$ cat src/rtl/morse_encoder.sv
`timescale 1ns/1ps
// -----------------------------------------------------------------------------
// morse_encoder
//   Pops ASCII characters from an 8-bit FIFO read port and keys them out as
//   on/off Morse timing on key_out. One Morse time unit is UNIT_CYCLES clocks.
//
// Ports
//   clk        system clock, rising edge
//   rst        synchronous active-high reset
//   fifo_empty FIFO empty flag (looked at only while idle)
//   fifo_dout  FIFO read data, valid the cycle after fifo_re
//   fifo_re    FIFO read enable, one-cycle pulse per character
//   key_out    Morse line, 1 = mark
//   busy       high whenever the encoder is not idle
//   char_done  one-cycle pulse on the last cycle of a character's trailing gap
//   bad_char   one-cycle pulse when an unsupported byte is discarded
// -----------------------------------------------------------------------------
module morse_encoder #(
    parameter int UNIT_CYCLES = 5_000_000
) (
    input  logic       clk,
    input  logic       rst,
    input  logic       fifo_empty,
    input  logic [7:0] fifo_dout,
    output logic       fifo_re,
    output logic       key_out,
    output logic       busy,
    output logic       char_done,
    output logic       bad_char
);

    localparam logic [23:0] UNIT_LAST = 24'(UNIT_CYCLES - 1);

    typedef enum logic [2:0] {
        S_IDLE,
        S_FETCH,
        S_MARK,
        S_EGAP,
        S_CGAP,
        S_WGAP
    } state_t;

    state_t      state;
    logic [23:0] cyc_cnt;
    logic [1:0]  unit_cnt;
    logic [4:0]  code_pat;   // remaining elements, current one in bit 4
    logic [2:0]  elem_left;  // elements still to send, including current

    // Returns {length, pattern}. Pattern is left-aligned so the first element
    // sits in bit 4; 1 = dash. Length 0 marks an unsupported character.
    function automatic logic [7:0] lookup(input logic [7:0] ch);
        logic [7:0] uc;
        uc = (ch >= 8'h61 && ch <= 8'h7A) ? ch - 8'h20 : ch;
        case (uc)
            8'h41: lookup = {3'd2, 5'b01000}; // A .-
            8'h42: lookup = {3'd4, 5'b10000}; // B -...
            8'h43: lookup = {3'd4, 5'b10100}; // C -.-.
            8'h44: lookup = {3'd3, 5'b10000}; // D -..
            8'h45: lookup = {3'd1, 5'b00000}; // E .
            8'h46: lookup = {3'd4, 5'b00100}; // F ..-.
            8'h47: lookup = {3'd3, 5'b11000}; // G --.
            8'h48: lookup = {3'd4, 5'b00000}; // H ....
            8'h49: lookup = {3'd2, 5'b00000}; // I ..
            8'h4A: lookup = {3'd4, 5'b01110}; // J .---
            8'h4B: lookup = {3'd3, 5'b10100}; // K -.-
            8'h4C: lookup = {3'd4, 5'b01000}; // L .-..
            8'h4D: lookup = {3'd2, 5'b11000}; // M --
            8'h4E: lookup = {3'd2, 5'b10000}; // N -.
            8'h4F: lookup = {3'd3, 5'b11100}; // O ---
            8'h50: lookup = {3'd4, 5'b01100}; // P .--.
            8'h51: lookup = {3'd4, 5'b11010}; // Q --.-
            8'h52: lookup = {3'd3, 5'b01000}; // R .-.
            8'h53: lookup = {3'd3, 5'b00000}; // S ...
            8'h54: lookup = {3'd1, 5'b10000}; // T -
            8'h55: lookup = {3'd3, 5'b00100}; // U ..-
            8'h56: lookup = {3'd4, 5'b00010}; // V ...-
            8'h57: lookup = {3'd3, 5'b01100}; // W .--
            8'h58: lookup = {3'd4, 5'b10010}; // X -..-
            8'h59: lookup = {3'd4, 5'b10110}; // Y -.--
            8'h5A: lookup = {3'd4, 5'b11000}; // Z --..
            8'h30: lookup = {3'd5, 5'b11111}; // 0
            8'h31: lookup = {3'd5, 5'b01111}; // 1
            8'h32: lookup = {3'd5, 5'b00111}; // 2
            8'h33: lookup = {3'd5, 5'b00011}; // 3
            8'h34: lookup = {3'd5, 5'b00001}; // 4
            8'h35: lookup = {3'd5, 5'b00000}; // 5
            8'h36: lookup = {3'd5, 5'b10000}; // 6
            8'h37: lookup = {3'd5, 5'b11000}; // 7
            8'h38: lookup = {3'd5, 5'b11100}; // 8
            8'h39: lookup = {3'd5, 5'b11110}; // 9
            default: lookup = 8'h00;
        endcase
    endfunction

    logic [7:0] lk;
    logic [2:0] lk_len;
    logic       is_space;
    logic       unit_end;
    logic [1:0] mark_last;
    logic       state_done;

    always_comb begin
        lk         = lookup(fifo_dout);
        lk_len     = lk[7:5];
        is_space   = (fifo_dout == 8'h20);
        unit_end   = (cyc_cnt == UNIT_LAST);
        // a dash spans three units, a dot one
        mark_last  = code_pat[4] ? 2'd2 : 2'd0;
        state_done = 1'b0;
        case (state)
            S_MARK:  state_done = unit_end && (unit_cnt == mark_last);
            S_EGAP:  state_done = unit_end;
            S_CGAP:  state_done = unit_end && (unit_cnt == 2'd2);
            S_WGAP:  state_done = unit_end && (unit_cnt == 2'd3);
            default: state_done = 1'b0;
        endcase
    end

    // Read request is combinational so the byte arrives exactly in FETCH.
    assign fifo_re   = (state == S_IDLE) && !fifo_empty && !rst;
    assign char_done = !rst && state_done && ((state == S_CGAP) || (state == S_WGAP));
    assign bad_char  = !rst && (state == S_FETCH) && !is_space && (lk_len == 3'd0);

    always_ff @(posedge clk) begin
        if (rst) begin
            state    <= S_IDLE;
            key_out  <= 1'b0;
            busy     <= 1'b0;
            cyc_cnt  <= 24'd0;
            unit_cnt <= 2'd0;
        end else begin
            case (state)
                S_IDLE: begin
                    cyc_cnt  <= 24'd0;
                    unit_cnt <= 2'd0;
                    if (!fifo_empty) begin
                        state <= S_FETCH;
                        busy  <= 1'b1;
                    end
                end
                S_FETCH: begin
                    cyc_cnt  <= 24'd0;
                    unit_cnt <= 2'd0;
                    if (is_space) begin
                        state <= S_WGAP;
                    end else if (lk_len != 3'd0) begin
                        state     <= S_MARK;
                        key_out   <= 1'b1;
                        code_pat  <= lk[4:0];
                        elem_left <= lk_len;
                    end else begin
                        state <= S_IDLE;
                        busy  <= 1'b0;
                    end
                end
                default: begin
                    // Timed states: counters restart on every state change.
                    if (state_done) begin
                        cyc_cnt  <= 24'd0;
                        unit_cnt <= 2'd0;
                    end else if (unit_end) begin
                        cyc_cnt  <= 24'd0;
                        unit_cnt <= unit_cnt + 2'd1;
                    end else begin
                        cyc_cnt <= cyc_cnt + 24'd1;
                    end

                    if (state_done) begin
                        case (state)
                            S_MARK: begin
                                key_out   <= 1'b0;
                                code_pat  <= {code_pat[3:0], 1'b0};
                                elem_left <= elem_left - 3'd1;
                                state     <= (elem_left == 3'd1) ? S_CGAP : S_EGAP;
                            end
                            S_EGAP: begin
                                key_out <= 1'b1;
                                state   <= S_MARK;
                            end
                            default: begin
                                state <= S_IDLE;
                                busy  <= 1'b0;
                            end
                        endcase
                    end
                end
            endcase
        end
    end

endmodule

$ cat config.mk
export PLATFORM = sky130hd
export DESIGN_NAME = morse_encoder
export DESIGN_NICKNAME = d
export VERILOG_FILES = /design/src/rtl/morse_encoder.sv
export SDC_FILE = /design/constraint.sdc
export NUM_CORES = 1
export LEC_CHECK = 0
export ABC_AREA = 1
export CORE_MARGIN = 4
export CORE_UTILIZATION = 28
export DETAILED_ROUTE_END_ITERATION = 8
export DONT_BUFFER_PORTS = 1
export REMOVE_ABC_BUFFERS = 1
export SETUP_SLACK_MARGIN = 0.5
export SLEW_MARGIN = 20
export SYNTH_ARGS = -nofsm -noshare
export SYNTH_HDL_FRONTEND = slang
export SYNTH_SLANG_ARGS = --single-unit
export TNS_END_PERCENT = 10
$ cat constraint.sdc
create_clock -name clk -period 4.9 [get_ports clk]
set_input_delay 0.735 -clock clk [delete_from_list [all_inputs] [get_ports clk]]
set_output_delay 0.735 -clock clk [all_outputs]
set_load 0.01 [all_outputs]
# ---- Word level (Yosys, flattened, before mapping)
# Memory sizes are Yosys's and may differ from the RTL's.
# Index checks and enable logic that the tools add are counted.
dict set report classes {
  n_addsub 4
  order_cmp 2
  n_eq_ne 16
  muxes 32
  bitwise 2
  n_reduce_logical 29
}
# operator count
set ops {}
lappend ops {{$add 24x1->24 const B} 1}
lappend ops {{$eq 24x23->1 const B} 1}
lappend ops {{$mux 3} 8}
lappend ops {{$mux 5} 4}
lappend ops {{$pmux 3 s2} 3}
lappend ops {{$mux 8} 2}
lappend ops {{$logic_and 1x1->1} 11}
lappend ops {{$pmux 5 s2} 1}
lappend ops {{$reduce_and 5->1} 2}
lappend ops {{$reduce_bool 3->1} 3}
lappend ops {{$eq 8x6->1 const B} 1}
lappend ops {{$ge 8x7->1 const B} 1}
lappend ops {{$le 8x7->1 const B} 1}
lappend ops {{$mux 1} 8}
lappend ops {{$sub 8x6->8 const B} 1}
lappend ops {{$eq 3x1->1 const B} 2}
lappend ops {{$eq 3x2->1 const B} 2}
lappend ops {{$eq 3x3->1 const B} 2}
lappend ops {{$logic_not 3->1} 2}
lappend ops {{$ne 2x2->1 const B} 3}
lappend ops {{$pmux 1 s2} 3}
lappend ops {{$reduce_and 6->1} 1}
lappend ops {{$reduce_or 5->1} 1}
lappend ops {{$eq 2x2->1 const B} 2}
lappend ops {{other kinds (14)} 19}
dict set report totals {
  reg_bits 39
  rom_bits 1024
  out_inout_bits 5
  mem_count 1
}
# memory depth width rd rd_ports_with_merged_regs write_ports line
set memory_table {}
lappend memory_table {{(no name shown)} 128 8 1 0 0 54} ;# case (uc)

# ---- Longest topological paths before layout
# Gate-level depths: netlist (run 1).
# An unclocked memory read counts as a cell.
dict set report logic_depth {
  word_depth 9
  mapped_depth 17
  ltp_nobuf 17
}

# ---- Least setup slack after synthesis (run 1)
# OpenSTA, ideal clock, no wires.
dict set report synth_timing {
  path_type {input-to-reg}
  start {input fifo_dout[1]}
  end {register code_pat[0] (enable)}
  arrival_time_ns 2.551
  path_slack_ns 1.965
  path_stages 13
  path_cell_list {inv_1 > ha_1 > nor2_1 > nand3_1 > nand3_4 > nor2_2 > nor2_4 > nand3_1 > nand2_1 > inv_2 > nand2_2 > nand2_1 > nor3_1}
}
dict set report synth_via {
  elab_chain_len 8
  elab_cells_between_ends 12
  cone_classes {add/sub (1); order compare (2); eq/ne (3); mux (2); reduce/logical (3); memory (1)}
}
# element line
set synth_rtl {}
lappend synth_rtl {{from (decl)} 24} ;# input logic [7:0] fifo_dout,
lappend synth_rtl {{$ge 8x7->1 or $le 8x7->1 (tied branches)} 53} ;# uc = (ch >= 8'h61 && ch <= 8'h7A) ? ch - 8'h20 : ch;
lappend synth_rtl {{$logic_and 1x1->1} 53}
lappend synth_rtl {{$mux 8} 53}
lappend synth_rtl {{$mem_v2 128x8} -}
lappend synth_rtl {{$mux 8} 54}
lappend synth_rtl {{$reduce_bool 3->1} 146} ;# end else if (lk_len != 3'd0) begin
lappend synth_rtl {{$ne 2x1->1 (no source line)} -}
lappend synth_rtl {{$reduce_and 6->1 (no source line) (*)} -}
lappend synth_rtl {{to (signal assigned)} 149} ;# code_pat <= lk[4:0];
lappend synth_rtl {{to (signal assigned)} 172} ;# code_pat <= {code_pat[3:0], 1'b0};
lappend synth_rtl {{to (decl)} 46} ;# logic [4:0] code_pat;
# Every way passes the cells marked *; elsewhere a longest branch is shown, timed or not.
# A chain may end at the register's enable or synchronous reset.

# ---- Worst setup path in the final report (run 1)
dict set report layout_timing {
  start {input fifo_dout[1]}
  end {output bad_char}
}
dict set report layout_via {
  elab_chain_len 7
  elab_cells_between_ends 12
  cone_classes {add/sub (1); order compare (2); eq/ne (1); mux (2); reduce/logical (5); memory (1)}
}
# element line
set layout_rtl {}
lappend layout_rtl {{$ge 8x7->1 or $le 8x7->1 (tied branches)} 53}
lappend layout_rtl {{$logic_and 1x1->1} 53}
lappend layout_rtl {{$mux 8} 53}
lappend layout_rtl {{$mem_v2 128x8} -}
lappend layout_rtl {{$mux 8} 54}
lappend layout_rtl {{$logic_not 3->1} 122} ;# assign bad_char = !rst && (state == S_FETCH) && !is_space && (lk_len == 3'd0);
lappend layout_rtl {{$logic_and 1x1->1 (*)} 122}
lappend layout_rtl {{to (decl)} 29} ;# output logic bad_char
# Marked as above.

==> impl_results.md, run 1 <==
- Outcome: finished clean
- PostCTS Resize Cnt: 0
- WL met2: about 2700 um
- IO Pins: 16
- DRC errors left: 0
- Max rail drop VDD: between 100 and 150 uV
- Mapped cell area: 0.00275 mm^2
- Routed length per instance: 11.1 um
- Most frequent cells in the layout: nand2_1, nor2_1, inv_1, dfxtp_1, nand3_1
- Die area: 0.0115 mm^2
- Register-to-register setup slack: approximately 2.4 ns
- ANT cells: 0
- Most common cell after layout, fill and taps aside: nand2_1
- TritonRoute pass-1 iters: 4
- Area growth, synth to finish: 7.06%
- Vias/cell: 4.70
- Drt total wl: 5900 um
- Post-CTS Setup Bufs: 0
- Total Power: 0.892 mW
- End-of-flow core utilization: 0.314
- P_sw: 0.344 mW
- GRT overflow: 0
- R2R depth: 11
- RD Place Congestion: 0.868
- Met3 WL post-DR: 393 um
- CTS Hold Buffers Added: 0
- First-pass GRT wire length: 10,700 um
- Starting Density: 0.293
- Post-synthesis cell count: between 300 and 400
- Int Pwr: 0.549 mW
- Startpoint types: primary input
- Fin area: between 0.002 and 0.003 mm^2
- Reg2reg start: cyc_cnt[0]
- Final Max Tran Viols: 0
- Clk_lat worst skew: approximately 0.29 ns
- Final hold viol count: 0
- Depth of the worst hold-timing path: 1
- End of the worst hold path: cyc_cnt[0]
- Dominant synthesized flop cell: dfxtp_1
- Fmax: 0.313 GHz
- Clk slew on worst S/H paths: ~0.07 ns
- Worst hold path type: reg -> reg
- Post-route ant nets: 0
- CTS root buffer: clkbuf_8
- Iteration-0 DRC Markers: 107
- Initial antenna violation count: 0
- Clock power frac: 0.232
- Placed cell areas: around 0.0029 mm^2
- Total track usage: 0.111
- Post-DP HPWL: 4630 um
- Crit Path Category: in -> out
- PD cells: 303 mW/mm^2
- Chip height: 107 um
- Synth area leader: dfxtp_1
- Ys Warns: 0
- CTS tree: done
- Yosys top cell area share: 0.226
- Largest net degree at the start of global routing: 25
- Share of the clock period used by the worst path: 0.653
- Vias in the first global route: approximately 2,500
- RR Endpoint: code_pat[4]
- H-tree levels: 2
- WP data arrival: approximately 2.5 ns
- Synth area leaders: dfxtp_1, nand2_1, edfxtp_1
- Setup TNS: 0 ns
- CTS max path bufs: 2
- Critical Path End Type: primary output
- Number of synthesized flops with an enable pin: 8
- Layout net count: 423
- Die width: 107 um
- Register bit total from synthesis: 39
- Top Layer Used: met4
- Worst Clk Skew: 0.00570 ns
- Leakage: 1.12 nW
- Final setup vio count: 0
- Row count: 35
- Logic pwr share: 0.342
- Final worst slack: 1.70 ns
- CP Max Fanout: 8
- Slew headroom: 0.506
- Port bufs: 0
- TritonCTS Buffers: 5
- Post-layout min period: 3.20 ns
- Register area share after synthesis: 0.313
- Sequential share of power: 0.426
- Netlist cell types: 39
- Clk sinks: 39
- Hold path start: cyc_cnt[0]
- Required time of the critical path: 4.16 ns
- Met1 Routed Length: 2800 um
- Core Area: between 0.009 and 0.01 mm^2
- Syn avg cell area: 6.88 um^2
- Place WS: 1.51 ns
- FFs w/ async S/R, synth: 0
- Max Cap Viol: 0
- Slew @ Worst Pin: 0.738 ns
- Share of cells above drive strength 1: 0.110
- RSZ-0062 raised after global routing: no
- Via count: 2,486
- Sw Ratio: 0.385
[layer usage]
layer  vias up  global-route usage
li1       1303                   -
met1      1111               0.143
met2        65               0.183
met3         7              0.0331
met4         0              0.0237
met5         -                   0
[power groups by stage]
stage	sequential [mW]	clock [mW]	combinational [mW]
floorplan	0.381	0	0.247
global placement	0.387	0	0.305
detailed placement	0.387	0	0.307
CTS	0.380	0.211	0.309
global route	0.384	0.228	0.353
finish	0.380	0.207	0.305
[layout make-up]
type,instances,area (um^2)
fillers,1034,6430
multi-input cells,302,1650
flip-flops and latches,39,861
inverters,52,195
well taps,129,161
clock buffers,7,76.3
[synthesized netlist by cell type, types with 5 or more instances]
master and number:
a21oi_1 14, a21oi_2 5, dfxtp_1 31, edfxtp_1 8
ha_1 12, inv_1 44, inv_2 7, nand2_1 91
nand2_2 5, nand3_1 29, nand4_1 7, nor2_1 52
nor2_2 5, nor3_1 13, nor3_2 7, o21ai_0 21
xor2_1 7
[metrics by stage]
step	instances	hold slack [ns]
3_5_place_dp	522	0.443
2_1_floorplan	393	0.418
6_report	529	0.455
3_3_place_gp	522	0.430
4_1_cts	529	0.456
5_1_grt	529	0.474
[how the worst max path moves through the flow]
stage	from	to	slack [ns]	cells past startpoint
2_1_floorplan	fifo_dout[1]	code_pat[0]	1.97	13
3_3_place_gp	fifo_dout[1]	code_pat[2]	1.65	14
3_5_place_dp	fifo_dout[1]	code_pat[3]	1.51	14
4_1_cts	fifo_dout[1]	bad_char	1.66	13
5_1_grt	fifo_dout[1]	bad_char	1.42	13
6_report	fifo_dout[1]	bad_char	1.70	13
[kinds of logic (layout without fill, tap and decap cells)]
kind of cell,Yosys count,in the layout,synth area share
compound gates,53,53,0.116
xor+xnor,10,10,0.0319
fa+ha+maj,12,12,0.0547
buf+inv,58,59,0.0888
flops,39,39,0.313
simple gates,227,227,0.395
[registers in the layout, indices dropped and copies added (netlist names)]
register,cells
busy,1
code_pat,5
cyc_cnt,24
elem_left,3
key_out,1
state,3
unit_cnt,2
[worst max-delay path, stage by stage]
cell	delay, ns
inv_1	0.06
ha_1	0.24
nor2_1	0.15
nand3_1	0.18
nand3_4	0.16
nand2_1	0.08
nand2_2	0.11
nand2_1	0.07
nand3_1	0.09
nand2_1	0.09
inv_2	0.08
nand2_2	0.06
nor3_1	0.35
No activity file was read; power rests on OpenSTA's default activity.
==> inputs of run 2 (changes only) <==
==> constraint.sdc (replaced) <==
create_clock -name clk -period 2.63 [get_ports clk]
set_input_delay 0.3945 -clock clk [delete_from_list [all_inputs] [get_ports clk]]
set_output_delay 0.3945 -clock clk [all_outputs]
set_load 0.01 [all_outputs]
==> run 2 against run 1 <==
Effect of this change:
- non-clock buffer count rose by 34
- combinational power grew 130%
- worst hold slack got worse by 0.29 ns
- die area stayed put
- final area grew 16%
- register-to-register slack worse by 1.9 ns
- cell count increased by 6.6%
- first-iteration DRC count grew 9.3%
- global-route usage up 1.0 points
- clock skew up 0.0041 ns
- via count rose by 8.6%
- flip-flop and latch count did not move
==> impl_results.md, run 2 (synthesis gave the netlist of run 1 again) <==
- Outcome: finished clean
- Post-route ant nets: 0
- Critical path origin: fifo_dout[1]
- Final setup vio count: 0
- Required time of the critical path: 2.24 ns
- Area growth, synth to finish: 24.1%
- Critical Path End Type: primary output
- Startpoint types: primary input
- Clk sinks: 39
- Most frequent cells in the layout: nand2_1, nor2_1, inv_1, buf_4, nand3_1
- WP data arrival: 1.88 ns
- R2R depth: 14
- RR Endpoint: busy
- Most frequent CP cell: nand2_1
- Post-layout min period: 2.27 ns
- Starting Density: 0.293
- Seq. cell area: between 800 and 900 um^2
- H-tree levels: 2
- Row count: 35
- CTS Hold Buffers Added: 0
- ANT cells: 0
- DRC errors left: 0
- Post-DP HPWL: 4760 um
- Setup TNS: 0 ns
- Worst path cell trace: clkinvlp_4 > ha_4 > buf_4 > o21ai_2 > nand2_1 > nand2_1 > nor2_2 > nand2_1 > nor2_2 > nand2_1 > nand2_2 > inv_2 > nand2_2 > nor3_2 > buf_4
- TritonCTS Buffers: 5
- Worst Clk Skew: 0.00979 ns
- CTS root buffer: clkbuf_8
- Crit Path Category: in -> out
- First-pass GRT wire length: roughly 12,000 um
- Fill count: 1,016
- Register-to-register setup slack: 0.42 ns
- Final Max Tran Viols: 0
- Drt total wl: 6670 um
- Chip height: 107 um
- Vias in the first global route: 2,551
- Total track usage: 0.121
- Port bufs: 0
- Most common cell after layout, fill and taps aside: nand2_1
- Clk_lat worst skew: about 0.3 ns
- Reg2reg start: state[0]
- RSZ-0062 raised after global routing: yes
- CP Max Fanout: 8
- Largest Register: cyc_cnt
- Slew @ Worst Pin: 0.750 ns
- Share of the clock period used by the worst path: 0.864
- TritonRoute pass-1 iters: 5
- Fmax: 0.440 GHz
- End-of-flow core utilization: 0.364
- Iteration-0 DRC Markers: 117
- Max reg flops: 24
- Vias/cell: 4.79
- Layout net count: 457
- IO Pins: 16
- CTS max path bufs: 2
- Die width: 107 um
- Placed cell areas: 0.00290 mm^2
- Slowest-stage cell, CP: ha_4
- Largest net degree at the start of global routing: 25
- Clk slew on worst S/H paths: 0.07 ns
- Share of cells above drive strength 1: 0.274
- RD Place Congestion: 0.880
- Routed length per instance: 11.8 um
- Slew headroom: 0.496
- Core Area: 0.00937 mm^2
- Via count: 2,699
- Fin area: 0.00341 mm^2
- Leakage: 1.34 nW
- Max incr delay on CP: 0.22 ns
- Max Cap Viol: 0
- CTS tree: done
- Initial antenna violation count: 0
- Critical Path End: bad_char
- Final hold viol count: 0
- Area of the multi-input gates: 0.00182 mm^2
- Worst hold path type: in -> reg
- Die area: ~0.011 mm^2
- Max rail drop VDD: 275 uV
- PD cells: 539 mW/mm^2
- GRT overflow: 0
- Regs by FF count: cyc_cnt x24, code_pat x5
[run 2: cell types whose count changed in the layout (fill, tap and decap cells not counted), moves of 5 or more]
cell / delta
buf_4: +32
dfxtp_1: -8
dfxtp_2: +6
ha_1: -5
ha_4: +5
nand2_1: -10
nand2_2: +7
nor2_1: -5
[run 2: how the worst min path moves through the flow]
stage,startpoint,to,slack [ns],cells past startpoint
final,rst,state[0],0.16,1
after global routing,rst,state[0],0.15,1
after CTS,rst,state[0],0.15,1
after detailed placement,cyc_cnt[0],cyc_cnt[0],0.44,1
after global placement,cyc_cnt[0],cyc_cnt[0],0.43,1
after floorplan,cyc_cnt[0],cyc_cnt[0],0.42,1
[run 2: area by class of cell]
type / count / share of cell area
clock buffers: 6 / 0.0213
clock inverters: 2 / 0.00330
inverters: 52 / 0.0602
multi-input cells: 302 / 0.534
flip-flops and latches: 39 / 0.257
well taps: 129 / 0.0474
repair buffers: 34 / 0.0771
[run 2: routing by layer]
layer  global-route usage  vias up  routed length, um
li1                     -     1371                  -
met5                    0        -                  0
met4               0.0374        0                100
met2                0.198       81               3160
met1                0.158     1237               3090
met3               0.0283       10                322
[run 2: timing repair]
action / 4_1_cts / 5_1_grt
resized for setup: 30 / 28
pin swaps: 17 / 22
setup buffers: 21 / 7
setup endpoints to repair: 3 / 27
[run 2: power by group]
group	total [mW]	switching, mW	leakage [nW]	internal (mW)
combinational	0.707	0.438	0.964	0.269
clock	0.412	0.226	0.0455	0.186
sequential	0.718	0.0529	0.326	0.665
[run 2: critical path, delay by kind of cell]
family                     cells  cell delay (ns)
adders and majority gates      1             0.22
buffers and inverters          4             0.49
and+or+nand+nor                9             0.65
AOI/OAI and AO/OA              1             0.12
[run 2: metrics by stage]
step	power (mW)	std cells	hold slack, ns	setup slack, ns
6_report	1.84	564	0.164	0.356
5_1_grt	1.97	564	0.149	0.226
4_1_cts	1.80	557	0.153	0.362
2_1_floorplan	1.17	393	0.418	0.0359
3_5_place_dp	1.30	528	0.440	0.161
3_3_place_gp	1.31	528	0.434	0.252
==> inputs of run 3 (changes only) <==
--- a/config.mk
+++ b/config.mk
@@ -6,10 +6,14 @@
 export NUM_CORES = 1
 export LEC_CHECK = 0
 export ABC_AREA = 1
+export CELL_PAD_IN_SITES_DETAIL_PLACEMENT = 2
+export CELL_PAD_IN_SITES_GLOBAL_PLACEMENT = 2
 export CORE_MARGIN = 4
 export CORE_UTILIZATION = 28
+export CTS_BUF_LIST = sky130_fd_sc_hd__clkbuf_8
 export DETAILED_ROUTE_END_ITERATION = 8
 export DONT_BUFFER_PORTS = 1
+export PLACE_DENSITY_LB_ADDON = 0.1
 export REMOVE_ABC_BUFFERS = 1
 export SETUP_SLACK_MARGIN = 0.5
 export SLEW_MARGIN = 20
==> run 3 against run 2 <==
Effect of this change:
- flip-flop and latch count unchanged
- worst hold slack got worse by 0.0022 ns
- count of clock-buffer cells in the layout down 1
- critical path depth decreased by 2
- combinational power grew 6.1%
- final area up 2.6%
- power up 7.7%
- sequential power is 1% lower
- global-route usage is 4.5 points higher
- sequential share of layout area shrank 0.97 points
- die area stayed put
- largest power group is now combinational logic
==> impl_results.md, run 3 (synthesis gave the netlist of run 1 again) <==
- Die area: between 0.01 and 0.015 mm^2
- End of the worst hold path: state[0]
- WP data arrival: 1.88 ns
- Slew headroom: 0.650
- RR Endpoint: busy
- Hold path start: rst
- PD cells: 566 mW/mm^2
- Clk sinks: 39
- Area growth, synth to finish: 27.3%
- Critical Path End Type: primary output
- Most frequent cells in the layout: nand2_1, nor2_1, buf_4, inv_1, dfxtp_1
- Initial antenna violation count: 0
- Share of the clock period used by the worst path: 0.865
- TritonCTS Buffers: 5
- Final hold viol count: 0
- Die width: 107 um
- Final worst slack: 0.354 ns
- RD Place Congestion: 0.833
- R2R depth: 14
- Outcome: finished clean
- Routed length per instance: ~16 um
- Required time of the critical path: 2.24 ns
- Chip height: 107 um
- Fill count: 1,125
- ANT cells: 0
- Startpoint types: primary input
- Slew @ Worst Pin: 0.524 ns
- Sequential share of power: 0.359
- Place WS: 0.138 ns
- Vias/cell: 4.82
- Iteration-0 DRC Markers: 106
- DRC errors left: 0
- Via count: approximately 2,800
- Int Pwr: 1.21 mW
- Crit Path Category: in -> out
- Port bufs: 0
- Fmax: 0.439 GHz
- RSZ-0062 raised after global routing: yes
- Leakage: 1.35 nW
- Depth of the worst hold-timing path: 1
- Logic pwr share: 0.379
- Total Power: between 1.5 and 2 mW
- CTS tree: done
- CTS root buffer: clkbuf_8
- Worst Clk Skew: 0.00804 ns
- CTS max path bufs: 2
- Sw Ratio: 0.386
- Worst hold path type: in -> reg
- Register-to-register setup slack: 0.50 ns
- Vias in the first global route: 3,060
- Largest net degree at the start of global routing: 25
- TritonRoute pass-1 iters: 4
- Regs by FF count: cyc_cnt x24, code_pat x5
- Largest Register: cyc_cnt
- Max rail drop VDD: 210 uV
- GRT overflow: 0
- H-tree levels: 2
- P_sw: 0.765 mW
- Final Max Tran Viols: 0
- Clock power frac: 0.262
- First-pass GRT wire length: 15,400 um
- Total track usage: 0.166
- Max Cap Viol: 0
- Post-DP HPWL: 6300 um
- Share of cells above drive strength 1: 0.277
- Post-route ant nets: 0
- IO Pins: 16
- Clk_lat worst skew: 0.29 ns
- CP Max Fanout: 5
- Setup TNS: 0 ns
- Most common cell after layout, fill and taps aside: nand2_1
- Drt total wl: 9030 um
- Clk slew on worst S/H paths: ~0.09 ns
- Core Area: 0.00937 mm^2
- Post-layout min period: 2.28 ns
- Layout net count: 466
- Final setup vio count: 0
- Row count: 35
- Max reg flops: 24
- Reg2reg start: state[0]
- Starting Density: 0.293
## run 3: through the flow
step | cell area (um^2) | utilization | instances | hold slack [ns]
6_report | 3500 | 0.373 | 573 | 0.162
5_1_grt | 3500 | 0.373 | 573 | 0.137
4_1_cts | 3440 | 0.367 | 570 | 0.148
3_5_place_dp | 2930 | 0.312 | 531 | 0.470
3_3_place_gp | 2930 | 0.312 | 531 | 0.434
2_1_floorplan | 2700 | - | 393 | 0.418
## run 3: layout make-up
cell class / instances / area (um^2) / area share
flip-flops and latches: 39 / 865 / 0.247
clock inverters: 3 / 43.8 / 0.0125
inverters: 52 / 203 / 0.0580
clock buffers: 5 / 68.8 / 0.0197
multi-input cells: 303 / 1840 / 0.526
repair buffers: 42 / 315 / 0.0902
well taps: 129 / 161 / 0.0462
## run 3: worst max-delay path by stage
stage | startpoint | to | slack [ns] | cells past startpoint
floorplan | fifo_dout[1] | code_pat[0] | 0.04 | 13
global placement | fifo_dout[0] | code_pat[4] | 0.16 | 15
detailed placement | fifo_dout[0] | code_pat[4] | 0.14 | 15
CTS | fifo_dout[0] | bad_char | 0.42 | 13
global route | fifo_dout[1] | bad_char | 0.24 | 14
finish | fifo_dout[0] | bad_char | 0.35 | 13
## run 3: metal layers
| metal | GRT usage | part of all wire | wire, um | vias up |
|---|---|---|---|---|
| li1 | - | - | - | 1389 |
| met1 | 0.207 | 0.47 | 4290 | 1347 |
| met2 | 0.302 | 0.50 | 4500 | 19 |
| met3 | 0.0259 | 0.019 | 169 | 4 |
| met4 | 0.0292 | 0.0072 | 65 | 0 |
| met5 | 0 | 0 | 0 | - |
## run 3: power by group through the flow
stage / combinational, mW / sequential, mW / clock (mW)
6_report: 0.750 / 0.711 / 0.518
5_1_grt: 0.853 / 0.721 / 0.571
4_1_cts: 0.724 / 0.713 / 0.544
3_5_place_dp: 0.633 / 0.724 / 0
3_3_place_gp: 0.625 / 0.723 / 0
2_1_floorplan: 0.460 / 0.710 / 0
## run 3: repair_timing
action,4_1_cts,5_1_grt
pin swaps,25,6
buffers inserted,31,2
hold buffers,0,0
gates resized for setup,40,8
endpoints found under the hold margin,0,0
endpoints found under the setup margin,23,37
cloned,0,1
## run 3: critical path, cell delays in order
cell	delay (ns)
clkinvlp_4	0.18
ha_4	0.23
inv_2	0.04
nand2_2	0.05
o211ai_1	0.34
nand2_1	0.10
nand2_1	0.09
nand3_2	0.07
nand2_2	0.09
inv_2	0.05
nand2_2	0.07
nor3_2	0.04
buf_4	0.13
